## src/rtl/pipe_pkg.sv

```systemverilog
// Shared definitions for the inter-stage pipeline buffers: buffer state
// encoding and the default control/data bundle widths.
package pipe_pkg;

    typedef enum logic [1:0] {
        ST_EMPTY = 2'b00,
        ST_ONE   = 2'b01,
        ST_TWO   = 2'b10
    } buf_state_e;

    // The chg_flag travels as the top bit of the 3-bit Ex field.
    localparam int WB_W       = 4;
    localparam int MEM_W      = 6;
    localparam int EX_W       = 3;
    localparam int CTRL_W_DEF = WB_W + MEM_W + EX_W;
    localparam int DATA_W_DEF = 89;

endpackage

```

## src/rtl/sat_counter.sv

```systemverilog
// Saturating up-counter with clear priority; updates on the falling edge,
// synchronous active-low reset.
module sat_counter #(
    parameter int CNT_W = 16
) (
    input  logic             clk,
    input  logic             rst,
    input  logic             inc,
    input  logic             clr,
    output logic [CNT_W-1:0] cnt
);

    logic [CNT_W-1:0] cnt_q, cnt_d;

    always_comb begin
        cnt_d = cnt_q;
        if (clr) begin
            cnt_d = '0;
        end else if (inc && (cnt_q != {CNT_W{1'b1}})) begin
            cnt_d = cnt_q + 1'b1;
        end
    end

    always_ff @(negedge clk) begin
        if (!rst) begin
            cnt_q <= '0;
        end else begin
            cnt_q <= cnt_d;
        end
    end

    assign cnt = cnt_q;

endmodule

```

## src/rtl/pipe_stage_buf.sv

```systemverilog
// Inter-stage pipeline register with valid/ready handshake, optional 2-entry
// skid buffer, flush-to-bubble and a saturating back-pressure counter.
module pipe_stage_buf
    import pipe_pkg::*;
#(
    parameter int CTRL_W = CTRL_W_DEF,
    parameter int DATA_W = DATA_W_DEF,
    parameter int SKID   = 1,
    parameter int CNT_W  = 16
) (
    input  logic              clk,
    input  logic              rst,
    input  logic              flush,
    input  logic              in_valid,
    output logic              in_ready,
    input  logic [CTRL_W-1:0] in_ctrl,
    input  logic [DATA_W-1:0] in_data,
    output logic              out_valid,
    input  logic              out_ready,
    output logic [CTRL_W-1:0] out_ctrl,
    output logic [DATA_W-1:0] out_data,
    input  logic              cnt_clr,
    output logic [CNT_W-1:0]  stall_cnt
);

    buf_state_e        state_q, state_d;
    logic [CTRL_W-1:0] main_ctrl_q, main_ctrl_d;
    logic [DATA_W-1:0] main_data_q, main_data_d;
    logic [CTRL_W-1:0] skid_ctrl_q, skid_ctrl_d;
    logic [DATA_W-1:0] skid_data_q, skid_data_d;
    logic              accept;
    logic              consume;

    assign out_valid = (state_q != ST_EMPTY);
    assign out_ctrl  = main_ctrl_q;
    assign out_data  = main_data_q;
    assign accept    = in_valid & in_ready;
    assign consume   = out_valid & out_ready;

    // NOTE: every next-state signal takes its hold value first, so no path
    // through this block leaves a signal unassigned and no latch is inferred.
    always_comb begin
        state_d     = state_q;
        main_ctrl_d = main_ctrl_q;
        main_data_d = main_data_q;
        skid_ctrl_d = skid_ctrl_q;
        skid_data_d = skid_data_q;

        if (flush) begin
            state_d     = ST_EMPTY;
            main_ctrl_d = '0;
        end else begin
            case (state_q)
                ST_EMPTY: begin
                    if (accept) begin
                        main_ctrl_d = in_ctrl;
                        main_data_d = in_data;
                        state_d     = ST_ONE;
                    end
                end
                ST_ONE: begin
                    if (consume && accept) begin
                        main_ctrl_d = in_ctrl;
                        main_data_d = in_data;
                    end else if (consume) begin
                        main_ctrl_d = '0;
                        state_d     = ST_EMPTY;
                    end else if (accept && (SKID != 0)) begin
                        skid_ctrl_d = in_ctrl;
                        skid_data_d = in_data;
                        state_d     = ST_TWO;
                    end
                end
                ST_TWO: begin
                    if (consume) begin
                        main_ctrl_d = skid_ctrl_q;
                        main_data_d = skid_data_q;
                        state_d     = ST_ONE;
                    end
                end
                default: begin
                    main_ctrl_d = '0;
                    state_d     = ST_EMPTY;
                end
            endcase
        end
    end

    // NOTE: the payload registers are reset along with the state so that
    // out_data never shows X, even though it is qualified by out_valid.
    always_ff @(negedge clk) begin
        if (!rst) begin
            state_q     <= ST_EMPTY;
            main_ctrl_q <= '0;
            main_data_q <= '0;
        end else begin
            // NOTE: non-blocking assignments keep all registers sampling the
            // same pre-edge values regardless of statement order.
            state_q     <= state_d;
            main_ctrl_q <= main_ctrl_d;
            main_data_q <= main_data_d;
        end
    end

    generate
        if (SKID != 0) begin : g_skid
            logic in_ready_q;

            always_ff @(negedge clk) begin
                if (!rst) begin
                    skid_ctrl_q <= '0;
                    skid_data_q <= '0;
                    in_ready_q  <= 1'b1;
                end else begin
                    skid_ctrl_q <= skid_ctrl_d;
                    skid_data_q <= skid_data_d;
                    in_ready_q  <= (state_d != ST_TWO);
                end
            end

            // Registered ready breaks the out_ready -> in_ready timing path.
            assign in_ready = in_ready_q;
        end else begin : g_noskid
            assign skid_ctrl_q = '0;
            assign skid_data_q = '0;
            assign in_ready    = !out_valid | out_ready;
        end
    endgenerate

    sat_counter #(
        .CNT_W (CNT_W)
    ) u_stall_cnt (
        .clk (clk),
        .rst (rst),
        .inc (out_valid & ~out_ready),
        .clr (cnt_clr),
        .cnt (stall_cnt)
    );

endmodule

```

## config.mk

```make
export PLATFORM = sky130hd
export DESIGN_NAME = pipe_stage_buf
export DESIGN_NICKNAME = d
export VERILOG_FILES = /design/src/rtl/pipe_pkg.sv /design/src/rtl/sat_counter.sv /design/src/rtl/pipe_stage_buf.sv
export SDC_FILE = /design/constraint.sdc
export NUM_CORES = 1
export LEC_CHECK = 0
export ABC_AREA = 1
export BUFFER_PORTS_ARGS = -buffer_cell sky130_fd_sc_hd__buf_4
export CAP_MARGIN = 40
export CORE_ASPECT_RATIO = 0.5
export CORE_MARGIN = 8
export CORE_UTILIZATION = 38
export DETAILED_ROUTE_END_ITERATION = 16
export PLACE_DENSITY = 0.58
export SLEW_MARGIN = 20
export SYNTH_ARGS = -nofsm -noshare
export SYNTH_HDL_FRONTEND = slang
export SYNTH_HIERARCHICAL = 1
export SYNTH_SLANG_ARGS = --single-unit
```

## constraint.sdc

```tcl
create_clock -name clk -period 5.3 [get_ports clk]
set_clock_uncertainty 0.2 [all_clocks]
set_input_delay 0.265 -clock clk [delete_from_list [all_inputs] [get_ports clk]]
set_output_delay 0.265 -clock clk [all_outputs]
set_load 0.1 [all_outputs]
```

==> results of run 1 <==
## area by class of cell
type	instances	area share [%]
sequential	223	34.5
multi-input combinational	887	32.2
timing repair buffer	248	15.0
clock inverter	234	7.21
clock buffer	23	4.44
inverter	117	3.42
tap	344	3.32
## registers in the layout (all words and copies together), names as in the netlist
name             count
in_ready             1
out_ctrl            13
out_data            89
skid_ctrl_q         13
skid_data_q         89
state_q              2
u_stall_cnt/cnt     16
## worst max-delay path by stage
stage	end	start	depth (start not counted)	slack, ns
6_report	out_valid	state_q[1]	3	0.51
5_1_grt	out_valid	state_q[1]	3	0.43
4_1_cts	out_valid	state_q[1]	3	0.50
3_5_place_dp	out_data[17]	out_ready	7	0.60
3_3_place_gp	out_ctrl[5]	rst	5	0.70
2_1_floorplan	skid_ctrl_q[10]	in_valid	8	1.04
## Yosys cell counts, drive strengths merged
library cell  instances
o211ai                1
nand2               310
nor2                 57
nand4                 2
a21oi               212
clkbuf               56
nor3                  4
dfxtp               223
nand3               118
buf                  43
o21ai               182
ha                    1
inv                 119
## layout by cell type, fill, tap and decap left out
cell / count
ha_1: 1
nor2_2: 5
o211ai_1: 1
buf_12: 6
inv_4: 1
dfxtp_1: 223
nand3_1: 113
a21oi_2: 1
nor3_4: 1
nand2_1: 299
nand2_2: 7
nor2_4: 5
nor2_1: 46
inv_2: 2
nand2_4: 4
nand3_2: 4
clkinv_2: 1
buf_4: 242
clkbuf_16: 23
clkinvlp_2: 2
nor3_1: 3
a21oi_4: 1
nand3_4: 1
o21ai_0: 182
a21oi_1: 210
inv_1: 343
nand4_1: 2
nor2_8: 1
bufinv_16: 2
## logic make-up (layout without fill, tap and decap cells)
family	Yosys count	count (layout)	synth area share [%]
AND/OR/NAND/NOR	491	491	22.4
AO/OA/AOI/OAI	395	395	20.8
flip-flops	223	223	46.8
buffers and inverters	218	622	9.94
adder cells (fa/ha/maj)	1	1	0.131
## worst max-delay path, delay by kind of cell, from the launching register on
kind | cells | cell delay (ns)
buf+inv | 2 | 0.44
flops | 1 | 0.55
simple gates | 1 | 0.11
## routing by layer
| layer | global-route usage [%] | share of wire, % | vias to the layer above |
|---|---|---|---|
| met3 | 7.58 | 5.6 | 51 |
| met4 | 9.41 | 2.8 | 0 |
| li1 | - | - | 5123 |
| met1 | 19.6 | 40 | 4726 |
| met5 | 0 | 0 | - |
| met2 | 33.7 | 51 | 238 |
## power groups by stage
stage | Clock (uW) | Sequential, uW | Combinational (uW)
global placement | 257 | 1790 | 633
detailed placement | 257 | 1790 | 638
floorplan | 257 | 2050 | 180
CTS | 2280 | 1770 | 640
finish | 2180 | 1770 | 636
global route | 2500 | 1770 | 675
## metrics by stage
stage,cells,hold WS (ns)
5_1_grt,2076,0.254
6_report,2076,0.239
4_1_cts,2076,0.242
3_3_place_gp,1820,0.232
2_1_floorplan,1328,0.225
3_5_place_dp,1821,0.236
==> results.sh, run 1 <==
export IMPL_overflow=0
export IMPL_r2r_slack_ns=2.64
export IMPL_avgSynthCellArea_sq_um=7.19
export IMPL_reg2reg_from="state_q[0]"
export IMPL_grt_pass1_vias=10300
export IMPL_power_uw=4580
export IMPL_swShare_pct=34.4
export IMPL_reg2regPathDepth=8
export IMPL_fp_dieW_microns=240
export IMPL_power_switching_uw=1580
export IMPL_hp_start="skid_data_q[58]"
export IMPL_reg2reg_to="out_data[12]"
export IMPL_dpl_cell_area_sq_um=11400
export IMPL_num_rows=41
export IMPL_yosysWarnings=6
export IMPL_multi_input_area_sq_um=4170
export IMPL_cap_violations=0
export IMPL_endpoint_kind="output port"
export IMPL_worst_pin_slew_ns=0.669
export IMPL_postLayoutSetupSlackWorst_ns=0.513
export IMPL_start_util_pct=38.3
export IMPL_cp_required_ns=4.84
export IMPL_syn_inst=1328
export IMPL_routed_wl_mm=30.4
export IMPL_status="complete, no violations"
export IMPL_initialDrtViolationCount=609
export IMPL_syn2layout_area_growth_pct=35.7
export IMPL_cpMaxStageDelayCell="dfxtp_1"
export IMPL_power_share_combinational_pct=13.9
export IMPL_h_tree_depth=1
export IMPL_p_per_area_nw_per_um2=354
export IMPL_hold_path_end="skid_data_q[58]"
export IMPL_n_antenna_cell=0
export IMPL_p_leak_uw=0.00620
export IMPL_dr_total_vias=10100
export IMPL_maxSlewViolCount=0
export IMPL_netlist_area_sq_um=9540
export IMPL_track_usage_pct=19.1
export IMPL_n_fill_cell=2551
export IMPL_dp_hpwl_mm=20.1
export IMPL_ys_ff_latch=223
export IMPL_nNetsFinal=1832
export IMPL_crit_fanout=7
export IMPL_clkTransAtPathRegs_ns=0.03
export IMPL_vdd_drop_max_mv=0.162
export IMPL_final_cell_area_sq_um=12900
export IMPL_p_seq_share_pct=38.5
export IMPL_postCtsHoldBufs=0
export IMPL_cts_sinks=223
export IMPL_synth_area_leader_cell="dfxtp_1"
export IMPL_cp_start_kind="register"
export IMPL_p_int_uw=3010
export IMPL_cts_setup_buffers=0
export IMPL_insertion_delay_ns=0.57
export IMPL_drc_errors=0
export IMPL_via_per_inst=4.88
export IMPL_cts_tree="built"
export IMPL_grt_first_pass_wirelength_mm=48.6
export IMPL_final_setup_tns_ns=0
export IMPL_hold_class="reg -> reg"
export IMPL_cts_buffer_depth=3
export IMPL_grt_setup_unrepaired="false"
export IMPL_synth_distinct_cells=28
export IMPL_io_pins=228
export IMPL_worst_setup_path_type="reg -> out"
export IMPL_area_sequential_sq_um=4460
export IMPL_crit_path_cell_trace="nor2_2, inv_1, buf_4"
export IMPL_synthTopCellsByArea="dfxtp_1 47%, nand2_1 12%, a21oi_1 11%"
export IMPL_place_congestion=0.829
export IMPL_ctsResizeCount=0
export IMPL_wl_per_cell_microns=14.6
export IMPL_yosys_area_top_type_share_pct=46.8
export IMPL_cp_slowest_stage_delay_ns=0.55
export IMPL_hold_violations=0
export IMPL_p_clk_share_pct=47.6
export IMPL_grt_max_degree=90
export IMPL_hold_path_depth=2
export IMPL_setup_viol=0
export IMPL_root_buffer="clkbuf_16"
export IMPL_core_region_area_sq_um=24900
export IMPL_pre_cts_ws_ns=0.596
export IMPL_postRouteAntennaNets=0
export IMPL_final_core_util_pct=51.9
export IMPL_ys_seq_area_share_pct=46.8
export IMPL_first_pass_iters=7
export IMPL_arrival_ns=4.32
export IMPL_drive_gt1_share_pct=17.8
export IMPL_cts_buffers=23
export IMPL_antenna_found_initial=0
export IMPL_die_area_sq_um=30800
export IMPL_max_slew_margin_pct=55.4
export IMPL_port_buffers=227
export IMPL_fp_dieH_microns=128
export IMPL_synth_net_count=1437
No activity file was read; power rests on OpenSTA's default activity.
==> run 2: changes to the inputs <==
Settings changed: SYNTH_HIERARCHICAL 1 to not set.
==> results.sh, run 2 <==
export IMPL_status="complete, no violations"
export IMPL_initialDrtViolationCount=540
export IMPL_port_buffers=227
export IMPL_routed_wl_mm=27.5
export IMPL_synth_edf_count=0
export IMPL_dpl_cell_area_sq_um=11100
export IMPL_arrival_ns=4.14
export IMPL_endpoint_kind="output port"
export IMPL_grt_max_degree=168
export IMPL_synth_area_leader_cell="dfxtp_1"
export IMPL_antenna_found_initial=2
export IMPL_cap_violations=0
export IMPL_hold_class="reg -> reg"
export IMPL_synth_commonest_cells="278 x o21ai_0, 225 x nand2_1, 223 x dfxtp_1, 206 x nor2_1, 130 x a21oi_1"
export IMPL_power_uw=5000
export IMPL_h_tree_depth=1
export IMPL_postCtsHoldBufs=0
export IMPL_track_usage_pct=17.6
export IMPL_grt_pass1_vias=9644
export IMPL_final_common_cell="inv_1"
export IMPL_cp_required_ns=4.84
export IMPL_die_area_sq_um=29900
export IMPL_maxSlewViolCount=0
export IMPL_postLayoutSetupSlackWorst_ns=0.696
export IMPL_setup_viol=0
export IMPL_dr_total_vias=9681
export IMPL_wl_per_cell_microns=13.5
export IMPL_grt_setup_unrepaired="false"
export IMPL_cts_setup_buffers=0
export IMPL_drive_gt1_share_pct=16.6
export IMPL_cts_buffer_depth=3
export IMPL_io_pins=228
export IMPL_max_slew_margin_pct=53.9
export IMPL_yosysWarnings=0
export IMPL_n_fill_cell=2376
export IMPL_grt_first_pass_wirelength_mm=44.7
export IMPL_final_setup_tns_ns=0
export IMPL_place_congestion=0.835
export IMPL_netlist_area_sq_um=9250
export IMPL_vdd_drop_max_mv=0.195
export IMPL_fp_dieW_microns=237
export IMPL_syn2layout_area_growth_pct=37.9
export IMPL_postRouteAntennaNets=0
export IMPL_p_leak_uw=0.00620
export IMPL_final_cell_mix="350 x inv_1, 278 x o21ai_0, 233 x buf_4, 225 x nand2_1, 223 x dfxtp_1"
export IMPL_cts_tree="built"
export IMPL_ys_seq_area_share_pct=48.3
export IMPL_syn_inst=1312
export IMPL_pre_cts_ws_ns=0.663
export IMPL_via_per_inst=4.74
export IMPL_dp_hpwl_mm=17.4
export IMPL_hold_violations=0
export IMPL_ys_ff_latch=223
export IMPL_overflow=0
export IMPL_worst_pin_slew_ns=0.692
export IMPL_fp_dieH_microns=126
export IMPL_num_rows=40
export IMPL_start_util_pct=38.6
export IMPL_ctsResizeCount=0
export IMPL_yosys_area_top_type_share_pct=48.3
export IMPL_multi_input_area_sq_um=3910
export IMPL_async_flop_share_pct=0
export IMPL_crit_fanout=4
export IMPL_synth_main_ff_cell="dfxtp_1"
export IMPL_synth_distinct_cells=26
export IMPL_first_pass_iters=5
export IMPL_cts_buffers=23
export IMPL_worst_setup_path_type="reg -> out"
export IMPL_area_sequential_sq_um=4460
export IMPL_clkTransAtPathRegs_ns=0.04
export IMPL_cp_start_kind="register"
export IMPL_root_buffer="clkbuf_16"
export IMPL_nNetsFinal=1818
export IMPL_yosysMostFrequentCell="o21ai_0"
export IMPL_synth_net_count=1421
export IMPL_cts_sinks=223
export IMPL_core_region_area_sq_um=24000
export IMPL_avgSynthCellArea_sq_um=7.05
export IMPL_synthTopCellsByArea="dfxtp_1 48%, o21ai_0 15%, nand2_1 9.1%"
export IMPL_p_per_area_nw_per_um2=392
export IMPL_drc_errors=0
export IMPL_insertion_delay_ns=0.58
export IMPL_final_cell_area_sq_um=12800
[run 2: cell count changes in the layout (fill, tap and decap cells not counted), moves of 8 or more]
| cell | before | now |
|---|---|---|
| o21ai_1 | 0 | 8 |
| o21ai_0 | 182 | 278 |
| nor2_1 | 46 | 206 |
| nand2_1 | 299 | 225 |
| nand3_1 | 113 | 4 |
| buf_4 | 242 | 233 |
| a21oi_1 | 210 | 130 |
[run 2: report_power, final]
| group | internal, uW | switching [uW] | total [uW] |
|---|---|---|---|
| Combinational | 204 | 629 | 833 |
| Sequential | 1760 | 37.3 | 1800 |
| Clock | 1260 | 1110 | 2370 |
[run 2: worst paths after layout]
path | slack [ns] | cells past startpoint | from | to
max | 0.70 | 3 | state_q[0] | out_valid
min | 0.24 | 2 | skid_data_q[75] | skid_data_q[75]
max reg2reg | 2.81 | 7 | state_q[0] | out_data[83]
min reg2reg | 0.24 | 2 | skid_data_q[75] | skid_data_q[75]
[run 2: kinds of logic after synthesis]
group,Yosys count,share of synthesized area (%)
xor+xnor,6,0.568
buf+inv,217,9.56
flops,223,48.3
compound gates,418,22.7
fa+ha+maj,1,0.135
simple gates,447,18.8
[run 2: worst max-delay path, cell delays in order, from the launching register on]
cell and delay [ns]:
dfxtp_1 0.43, nor2_2 0.09, inv_2 0.08, buf_4 0.30
[run 2: through the flow]
step | util (%) | cells | hold slack (ns)
global placement | 46.1 | 1775 | 0.231
detailed placement | 46.4 | 1777 | 0.239
floorplan | - | 1312 | 0.224
CTS | 53.2 | 2041 | 0.244
global route | 53.2 | 2043 | 0.258
finish | 53.2 | 2044 | 0.240
[run 2: metal layers]
| layer | wire [microns] | up-vias | GRT usage, % |
|---|---|---|---|
| met4 | 620 | 0 | 7.96 |
| met3 | 1520 | 48 | 8.39 |
| li1 | - | 5003 | - |
| met5 | 0 | - | 0 |
| met1 | 11200 | 4417 | 17.9 |
| met2 | 14100 | 213 | 30.8 |
[run 2: layout make-up]
class / count / area share [%]
diodes: 3 / 0.0589
clock buffers: 23 / 4.51
flip-flops and latches: 223 / 35.0
clock inverters: 242 / 8.28
inverters: 128 / 3.80
well taps: 315 / 3.09
multi-input cells: 872 / 30.6
repair buffers: 238 / 14.6
